===== src/rtl/deconv_row_multiplier.sv =====
// deconv_row_multiplier
//
// Upstream stage of the transposed-convolution row datapath. Accepts one feature-map row and
// one kernel row, then over N_COL_FEATURE cycles multiplies one feature pixel by every kernel
// tap in parallel, building the packed outer-product vector slice by slice (pixel 0 in the
// LSBs). The finished vector is held under a valid/ready handshake until the consumer takes it.
//
// Ports:
//   clk, rst_n    clock, asynchronous active-low reset
//   in_valid      operand row pair valid
//   in_ready      block idle, operands will be accepted on the next edge
//   feature_row   pixel f at [f*BIT_WIDTH +: BIT_WIDTH]
//   kernel_row    tap k at [k*BIT_WIDTH +: BIT_WIDTH]
//   out_valid     data_out complete and stable
//   out_ready     consumer has taken data_out
//   data_out      product f*k at [(f*N_COL_KERNEL+k)*2*BIT_WIDTH +: 2*BIT_WIDTH]
//   data_strobe   bit n covers data_out[4n +: 4]
//   busy          state is not idle

module deconv_row_multiplier #(
    parameter int unsigned BIT_WIDTH     = 8,
    parameter int unsigned N_COL_FEATURE = 8,
    parameter int unsigned N_COL_KERNEL  = 5,
    parameter int unsigned SIGNED        = 1,
    parameter int unsigned N_PIX_IN      = N_COL_FEATURE * N_COL_KERNEL,
    parameter int unsigned STRB_WIDTH    = 2 * BIT_WIDTH * N_PIX_IN / 4
) (
    input  logic                                clk,
    input  logic                                rst_n,
    input  logic                                in_valid,
    output logic                                in_ready,
    input  logic [BIT_WIDTH*N_COL_FEATURE-1:0]  feature_row,
    input  logic [BIT_WIDTH*N_COL_KERNEL-1:0]   kernel_row,
    output logic                                out_valid,
    input  logic                                out_ready,
    output logic [2*BIT_WIDTH*N_PIX_IN-1:0]     data_out,
    output logic [STRB_WIDTH-1:0]               data_strobe,
    output logic                                busy
);

    localparam int unsigned ProdW  = 2 * BIT_WIDTH;
    localparam int unsigned SliceW = ProdW * N_COL_KERNEL;
    localparam int unsigned SliceS = SliceW / 4;
    localparam int unsigned CntW   = (N_COL_FEATURE > 1) ? $clog2(N_COL_FEATURE) : 1;
    localparam logic [CntW-1:0] LastCol = CntW'(N_COL_FEATURE - 1);

    typedef enum logic [1:0] {StIdle, StCalc, StDone} state_e;

    state_e                             state_q, state_d;
    logic [BIT_WIDTH*N_COL_FEATURE-1:0] feature_q, feature_d;
    logic [BIT_WIDTH*N_COL_KERNEL-1:0]  kernel_q, kernel_d;
    logic [CntW-1:0]                    col_cnt_q, col_cnt_d;
    logic [2*BIT_WIDTH*N_PIX_IN-1:0]    data_q, data_d;
    logic [STRB_WIDTH-1:0]              strobe_q, strobe_d;
    logic                               out_valid_q, out_valid_d;
    logic                               in_ready_q, in_ready_d;

    logic [BIT_WIDTH-1:0] pixel;
    logic [SliceW-1:0]    row_prod;

    assign pixel = feature_q[col_cnt_q*BIT_WIDTH +: BIT_WIDTH];

    // One multiplier per kernel tap; operands are extended to the full product width so the
    // low 2*BIT_WIDTH bits of the product are exact for both signed and unsigned operands.
    for (genvar k = 0; k < N_COL_KERNEL; k++) begin : g_mul
        logic [BIT_WIDTH-1:0] tap;
        assign tap = kernel_q[k*BIT_WIDTH +: BIT_WIDTH];
        if (SIGNED != 0) begin : g_signed
            assign row_prod[k*ProdW +: ProdW] =
                $signed({{BIT_WIDTH{pixel[BIT_WIDTH-1]}}, pixel}) *
                $signed({{BIT_WIDTH{tap[BIT_WIDTH-1]}}, tap});
        end else begin : g_unsigned
            assign row_prod[k*ProdW +: ProdW] =
                {{BIT_WIDTH{1'b0}}, pixel} * {{BIT_WIDTH{1'b0}}, tap};
        end
    end

    always_comb begin
        state_d     = state_q;
        feature_d   = feature_q;
        kernel_d    = kernel_q;
        col_cnt_d   = col_cnt_q;
        data_d      = data_q;
        strobe_d    = strobe_q;
        out_valid_d = out_valid_q;

        unique case (state_q)
            StIdle: begin
                if (in_valid && in_ready_q) begin
                    feature_d = feature_row;
                    kernel_d  = kernel_row;
                    data_d    = '0;
                    strobe_d  = '0;
                    col_cnt_d = '0;
                    state_d   = StCalc;
                end
            end
            StCalc: begin
                data_d[col_cnt_q*SliceW +: SliceW]   = row_prod;
                strobe_d[col_cnt_q*SliceS +: SliceS] = '1;
                if (col_cnt_q == LastCol) begin
                    col_cnt_d   = '0;
                    out_valid_d = 1'b1;
                    state_d     = StDone;
                end else begin
                    col_cnt_d = col_cnt_q + 1'b1;
                end
            end
            StDone: begin
                if (out_valid_q && out_ready) begin
                    out_valid_d = 1'b0;
                    state_d     = StIdle;
                end
            end
            default: state_d = StIdle;
        endcase

        // Registered ready: reflects the state the block will be in after this edge.
        in_ready_d = (state_d == StIdle);
    end

    always_ff @(posedge clk or negedge rst_n) begin
        if (!rst_n) begin
            state_q     <= StIdle;
            feature_q   <= '0;
            kernel_q    <= '0;
            col_cnt_q   <= '0;
            data_q      <= '0;
            strobe_q    <= '0;
            out_valid_q <= 1'b0;
            in_ready_q  <= 1'b1;
        end else begin
            state_q     <= state_d;
            feature_q   <= feature_d;
            kernel_q    <= kernel_d;
            col_cnt_q   <= col_cnt_d;
            data_q      <= data_d;
            strobe_q    <= strobe_d;
            out_valid_q <= out_valid_d;
            in_ready_q  <= in_ready_d;
        end
    end

    assign in_ready    = in_ready_q;
    assign out_valid   = out_valid_q;
    assign data_out    = data_q;
    assign data_strobe = strobe_q;
    assign busy        = (state_q != StIdle);

endmodule

===== config.mk =====
export PLATFORM = sky130hd
export DESIGN_NAME = deconv_row_multiplier
export DESIGN_NICKNAME = d
export VERILOG_FILES = /design/src/rtl/deconv_row_multiplier.sv
export SDC_FILE = /design/constraint.sdc
export NUM_CORES = 2
export LEC_CHECK = 0
export CAP_MARGIN = 20
export CORE_AREA = 8 8 349 351
export CTS_CLUSTER_DIAMETER = 120
export CTS_CLUSTER_SIZE = 40
export DETAILED_ROUTE_END_ITERATION = 12
export DIE_AREA = 0 0 357 359
export PLACE_DENSITY = 0.67
export SKIP_LAST_GASP = 1
export SLEW_MARGIN = 5
export SYNTH_ARGS = -nofsm -noshare
export SYNTH_HDL_FRONTEND = slang
export SYNTH_SLANG_ARGS = --single-unit

===== constraint.sdc =====
create_clock -name clk -period 9.85 [get_ports clk]
set_input_delay 1.4775 -clock clk [delete_from_list [all_inputs] [get_ports clk]]
set_output_delay 1.4775 -clock clk [all_outputs]
set_load 0.005 [all_outputs]

# Word level (Yosys, flattened, before mapping)
# Index checks and enable logic that the tools add are counted.
# W data, S select, Z words.
[word_totals]
input_bits = 108
output_inout_bits = 803
register_bits = 911
word_cells = 55
[classes]
n_eq_ne = 6
shifts = 5
n_mul = 7
add_sub_neg = 3
muxes = 16
reduce_logical = 10
[ops]
columns = ["op", "n"]
rows = [
  ["$pmux W640 S2", 1],
  ["$bwmux W640", 1],
  ["$mux W640", 1],
  ["$shift A80 B34 Y640 const A", 1],
  ["$shiftx A80 B34 Y640", 1],
  ["$pmux W160 S2", 1],
  ["$bwmux W160", 1],
  ["$mux W160", 1],
  ["$shift A20 B34 Y160 const A", 1],
  ["$shiftx A20 B34 Y160 const A", 1],
  ["$mul A8 B8 Y16", 5],
  ["$shiftx A64 B7 Y8", 1],
  ["$neg A10 Y34", 1],
  ["$neg A8 Y34", 1],
  ["$mul A3 B3 Y6 const B", 2],
  ["$mux W2", 3],
  ["$mux W3", 2],
  ["$ne A2 B2 Y1 const B", 3],
  ["$pmux W2 S3", 1],
  ["$pmux W3 S2", 1],
  ["$reduce_bool A2 Y1", 3],
  ["$logic_not A2 Y1", 2],
  ["$reduce_and A2 Y1", 2],
  ["$add A3 B1 Y3 const B", 1],
  ["7 further kinds", 9],
]

# Logic depth before layout (Yosys ltp)
[depth]
ltp_word = 5
depth_mapped = 27
ltp_nobuf = 22

# Worst setup path after synthesis
# No wires, ideal clock.
[synth_path]
kind = "reg-to-reg"
startpoint = "register col_cnt_q[0]"
endpoint = "register data_q[190] (netlist: data_out[190])"
arrival_ps = 7092
setup_slack_ps = 2638
synth_period_minus_slack_ps = 7212
t_required_ps = 9730
stages_incl_launch_ff = 24
n_path_buf = 5
setup_ps = 120
cell_sequence = "dfrtp_1 > buf_2 > buf_2 > buf_1 > mux4_2 > mux2i_1 > clkbuf_1 > nor2b_1 > fa_1 > fa_1 > fa_1 > inv_1 > fa_1 > inv_1 > ha_1 > o21a_1 > or2_2 > a31oi_1 > nor3_1 > a311oi_1 > o21ai_0 > clkbuf_1 > a22o_1 > a31o_2"
[synth_between]
elab_chain_cells = 5
elab_cells_between_ends = 12
classes_between = "add/sub (1); mul (6); shift (3); mux (2)"
[synth_lines]
columns = ["item", "line_no", "source"]
rows = [
  ["from (decl)", "52", "logic [CntW-1:0] col_cnt_q, col_cnt_d;"],
  ["from (signal assigned)", "136", "col_cnt_q <= col_cnt_d;"],
  ["$shiftx A64 B7 Y8 / $mul A3 B3 Y6 (equally long branches)", "61, 99", ""],
  ["$mul A8 B8 Y16 / $neg A10 Y34 (equally long branches)", "70, 99", ""],
  ["$shiftx A80 B34 Y640 / $shift A80 B34 Y640 (equally long branches)", "99", "data_d[col_cnt_q*SliceW +: SliceW] = row_prod;"],
  ["$bwmux W640 (*)", "99", ""],
  ["$pmux W640 S2 (*)", "87", "unique case (state_q)"],
  ["to (signal assigned)", "137", "data_q <= data_d;"],
  ["to (decl)", "53", "logic [2*BIT_WIDTH*N_PIX_IN-1:0] data_q, data_d;"],
]
# Mark *: on every way between the ends. The rest lies on a longest branch, timed or not.
# A chain may end at the register's enable or synchronous reset.

# Worst setup path in the final report
[layout_path]
startpoint = "register col_cnt_q[0]"
endpoint = "register data_q[476] (netlist: data_out[476])"
# The elaborated chain is that of the path after synthesis.

==> results.yml <==
run_status:
  outcome: "complete, no violations"
sta:
  setup_ws_ps: 1170
  rsz0062_at_grt: "no"
  hold_ws_ps: 494
  maxSlewHeadroom_pct: 10.2
  final_hold_viol_count: 0
  final-setup-viol-count: 0
  fin_crit_ps: 8680
  tns_ps: 0
  drv_slew: 0
  skew_ps: 75.6
  min_period_over_period_pct: 88.1
  tightest_slew_ps: 1340
  max_clock_freq_ghz: 0.115
yosys:
  yosysSeqAreaShare_pct: 40.4
  synthArstFlopShare_pct: 100
  yosysUniqueCellTypes: 95
  postSynthAreaPerCell_um2: 9.91
  synth-edff-count: 0
  syn_area_um2: 49000
  synthCells: 4942
  ys.flop_type: "dfrtp_1"
  yosysWarnings: 0
  syn_nets: 5485
  ys_seq_elements: 791
clocking:
  post_cts_buffers: 0
  clk_path_buf_depth: 3
  clock_latency_ps: 740
  htreeDepth: 1
  root_buffer: "clkbuf_16"
  cts_tree: "done"
  cts_hold_buffers: 0
  cts-resized-gates: 0
  cts_sinks: 791
  cts_buffers: 30
  clk_pin_slew_worst_paths_ps: 140
floorplan:
  pin_count: 911
  die_area_um2: 128000
  die_h_um: 359
  core_area_um2: 117000
  fp.dieW_um: 357
  rows: 126
  start_util_pct: 42.0
grt:
  grt_pass1_vias: 43700
  antenna_found_initial: 9
  grt.total_usage_pct: 35.8
  grt_overflow_total: 0
  grt_pass1_wl_mm: 335
  grt_max_degree: 179
worst_hold_path:
  hold_path_end: "data_out[609]"
  whs_path_depth: 2
  min_path_type: "reg -> reg"
  min_from: "data_out[609]"
cells_and_area:
  final_common_cell: "clkdlybuf4s50_1"
  fin_nets: 6192
  final_cells: 7207
  area_growth_pct: 23.8
  drive_above_1_share_pct: 7.22
  post-route-cell-area_um2: 60700
  final_cell_mix: "909 x clkdlybuf4s50_1, 789 x dfrtp_1, 749 x nand2_1"
  final_util_pct: 52.0
worst_setup_path:
  r2r_cells: 20
  crit_fanout: 46
  arrival_ps: 9320
  worstSetupPathType: "reg -> reg"
  setup.worst_path.start_class: "flop"
  timing.rr.end: "data_out[476]"
  worstReg2RegStart: "col_cnt_q[0]"
  required_ps: 10490
  reg2reg_slack_ps: 1170
  worstSetupEndpointType: "flop"
power:
  power_leakage_nw: 26.5
  share_comb_of_total_power_pct: 2.2
  p_int_mw: 3.95
  p_sw_mw: 1.30
  p_total_mw: 5.25
  p_seq_share_pct: 61.9
  clkPwrFrac_pct: 35.9
  power_density_nw_per_um2: 86.5
  swShare_pct: 24.7
  max-vdd-ir-drop_mv: 0.111
placed_design:
  portBuffers: 910
  dp.final_hpwl_mm: 187
  place_area_um2: 59400
  dp_slack_ps: 1510
  dp_cells: 7141
  place_congestion: 1.06
routing:
  drt_wl_total_mm: 239
  ant_nets: 0
  drt_first_iter_violations: 6446
  routedWlPerCell_um: 33.2
  drc: 0
  vias: 45000
  avgViaCountPerCell: 6.24
  drtPass1Iterations: 9
job:
  drv_cap: 0
-- routing by layer --
layer,share of wire [%],track usage [%],up-vias
li1,-,-,18500
met1,36,43.6,22500
met2,44,55.8,3226
met3,13,12.4,756
met4,7.3,19.0,2
met5,0.0054,0,-
-- kinds of logic after synthesis --
| logic type | share of synthesized area (%) |
|---|---|
| and+or+nand+nor | 12.6 |
| AOI/OAI and AO/OA | 18.8 |
| DFF | 40.4 |
| buffers and inverters | 6.88 |
| adders and majority gates | 15.3 |
| muxes | 4.49 |
| xor gates and xnor gates | 1.53 |
-- state kept, by name, indices dropped and copies added (netlist names) --
signal / cells
data_out: 640
feature_q: 64
data_strobe: 40
kernel_q: 40
col_cnt_q: 3
state_q: 2
in_ready: 1
out_valid: 1
-- power groups by stage --
stage / clock [mW] / sequential, mW / combinational (mW)
6_report: 1.88 / 3.25 / 0.114
5_1_grt: 2.00 / 3.25 / 0.129
4_1_cts: 1.90 / 3.25 / 0.118
3_5_place_dp: 0 / 3.31 / 0.118
3_3_place_gp: 0 / 3.31 / 0.118
2_1_floorplan: 0 / 3.31 / 0.000476
-- critical path: stages, from the launching register on --
cell and delay, ps:
dfrtp_4 640, buf_4 580, mux4_2 580, nand2_1 90, nand2_2 530, and2_1 410, ha_1 190, fa_1 430
ha_1 290, inv_1 50, fa_1 470, inv_1 40, ha_1 220, fa_1 490, a211oi_1 330, o21ai_0 170
a31oi_1 310, xor2_1 890, a2bb2oi_1 1040, o211ai_1 510, a22o_1 330
-- cell usage after synthesis (all sizes together), types with 30 or more instances --
master / n / area share [%]
nor2b: 107 / 1.4
xnor2: 64 / 1.1
a22o: 248 / 4.4
a21o: 31 / 0.48
buf: 181 / 2.4
and2: 110 / 1.4
nor3: 35 / 0.37
ha: 160 / 4.1
nand2: 752 / 5.8
o221ai: 121 / 2.2
o22ai: 78 / 1.0
a22oi: 71 / 1.1
nor2: 206 / 1.6
fa: 275 / 11
mux2: 124 / 2.9
inv: 376 / 2.9
nand2b: 30 / 0.38
nand3: 62 / 0.63
mux2i: 42 / 0.86
o21ai: 388 / 4.0
clkbuf: 210 / 1.6
a21oi: 120 / 1.2
dfrtp: 790 / 40
-- layout make-up --
cell class | count | area, µm²
diodes | 5 | 12.5
clock buffers | 34 | 776
clock inverters | 15 | 350
fillers | 10800 | 56000
inverters | 377 | 1420
multi-input cells | 3383 | 26000
flip-flops and latches | 791 | 19800
well taps | 1536 | 1920
repair buffers | 1066 | 10400
-- how the worst max path moves through the flow --
stage | slack [ps] | from | cells past startpoint | endpoint
after floorplan | 2640 | col_cnt_q[0] | 23 | data_out[190]
after global placement | 1680 | col_cnt_q[0] | 20 | data_out[108]
after detailed placement | 1510 | col_cnt_q[0] | 21 | data_out[620]
after CTS | 1450 | col_cnt_q[0] | 21 | data_out[620]
after global routing | 960 | col_cnt_q[0] | 21 | data_out[620]
final | 1170 | col_cnt_q[0] | 20 | data_out[476]
No activity file was read; power rests on OpenSTA's default activity.
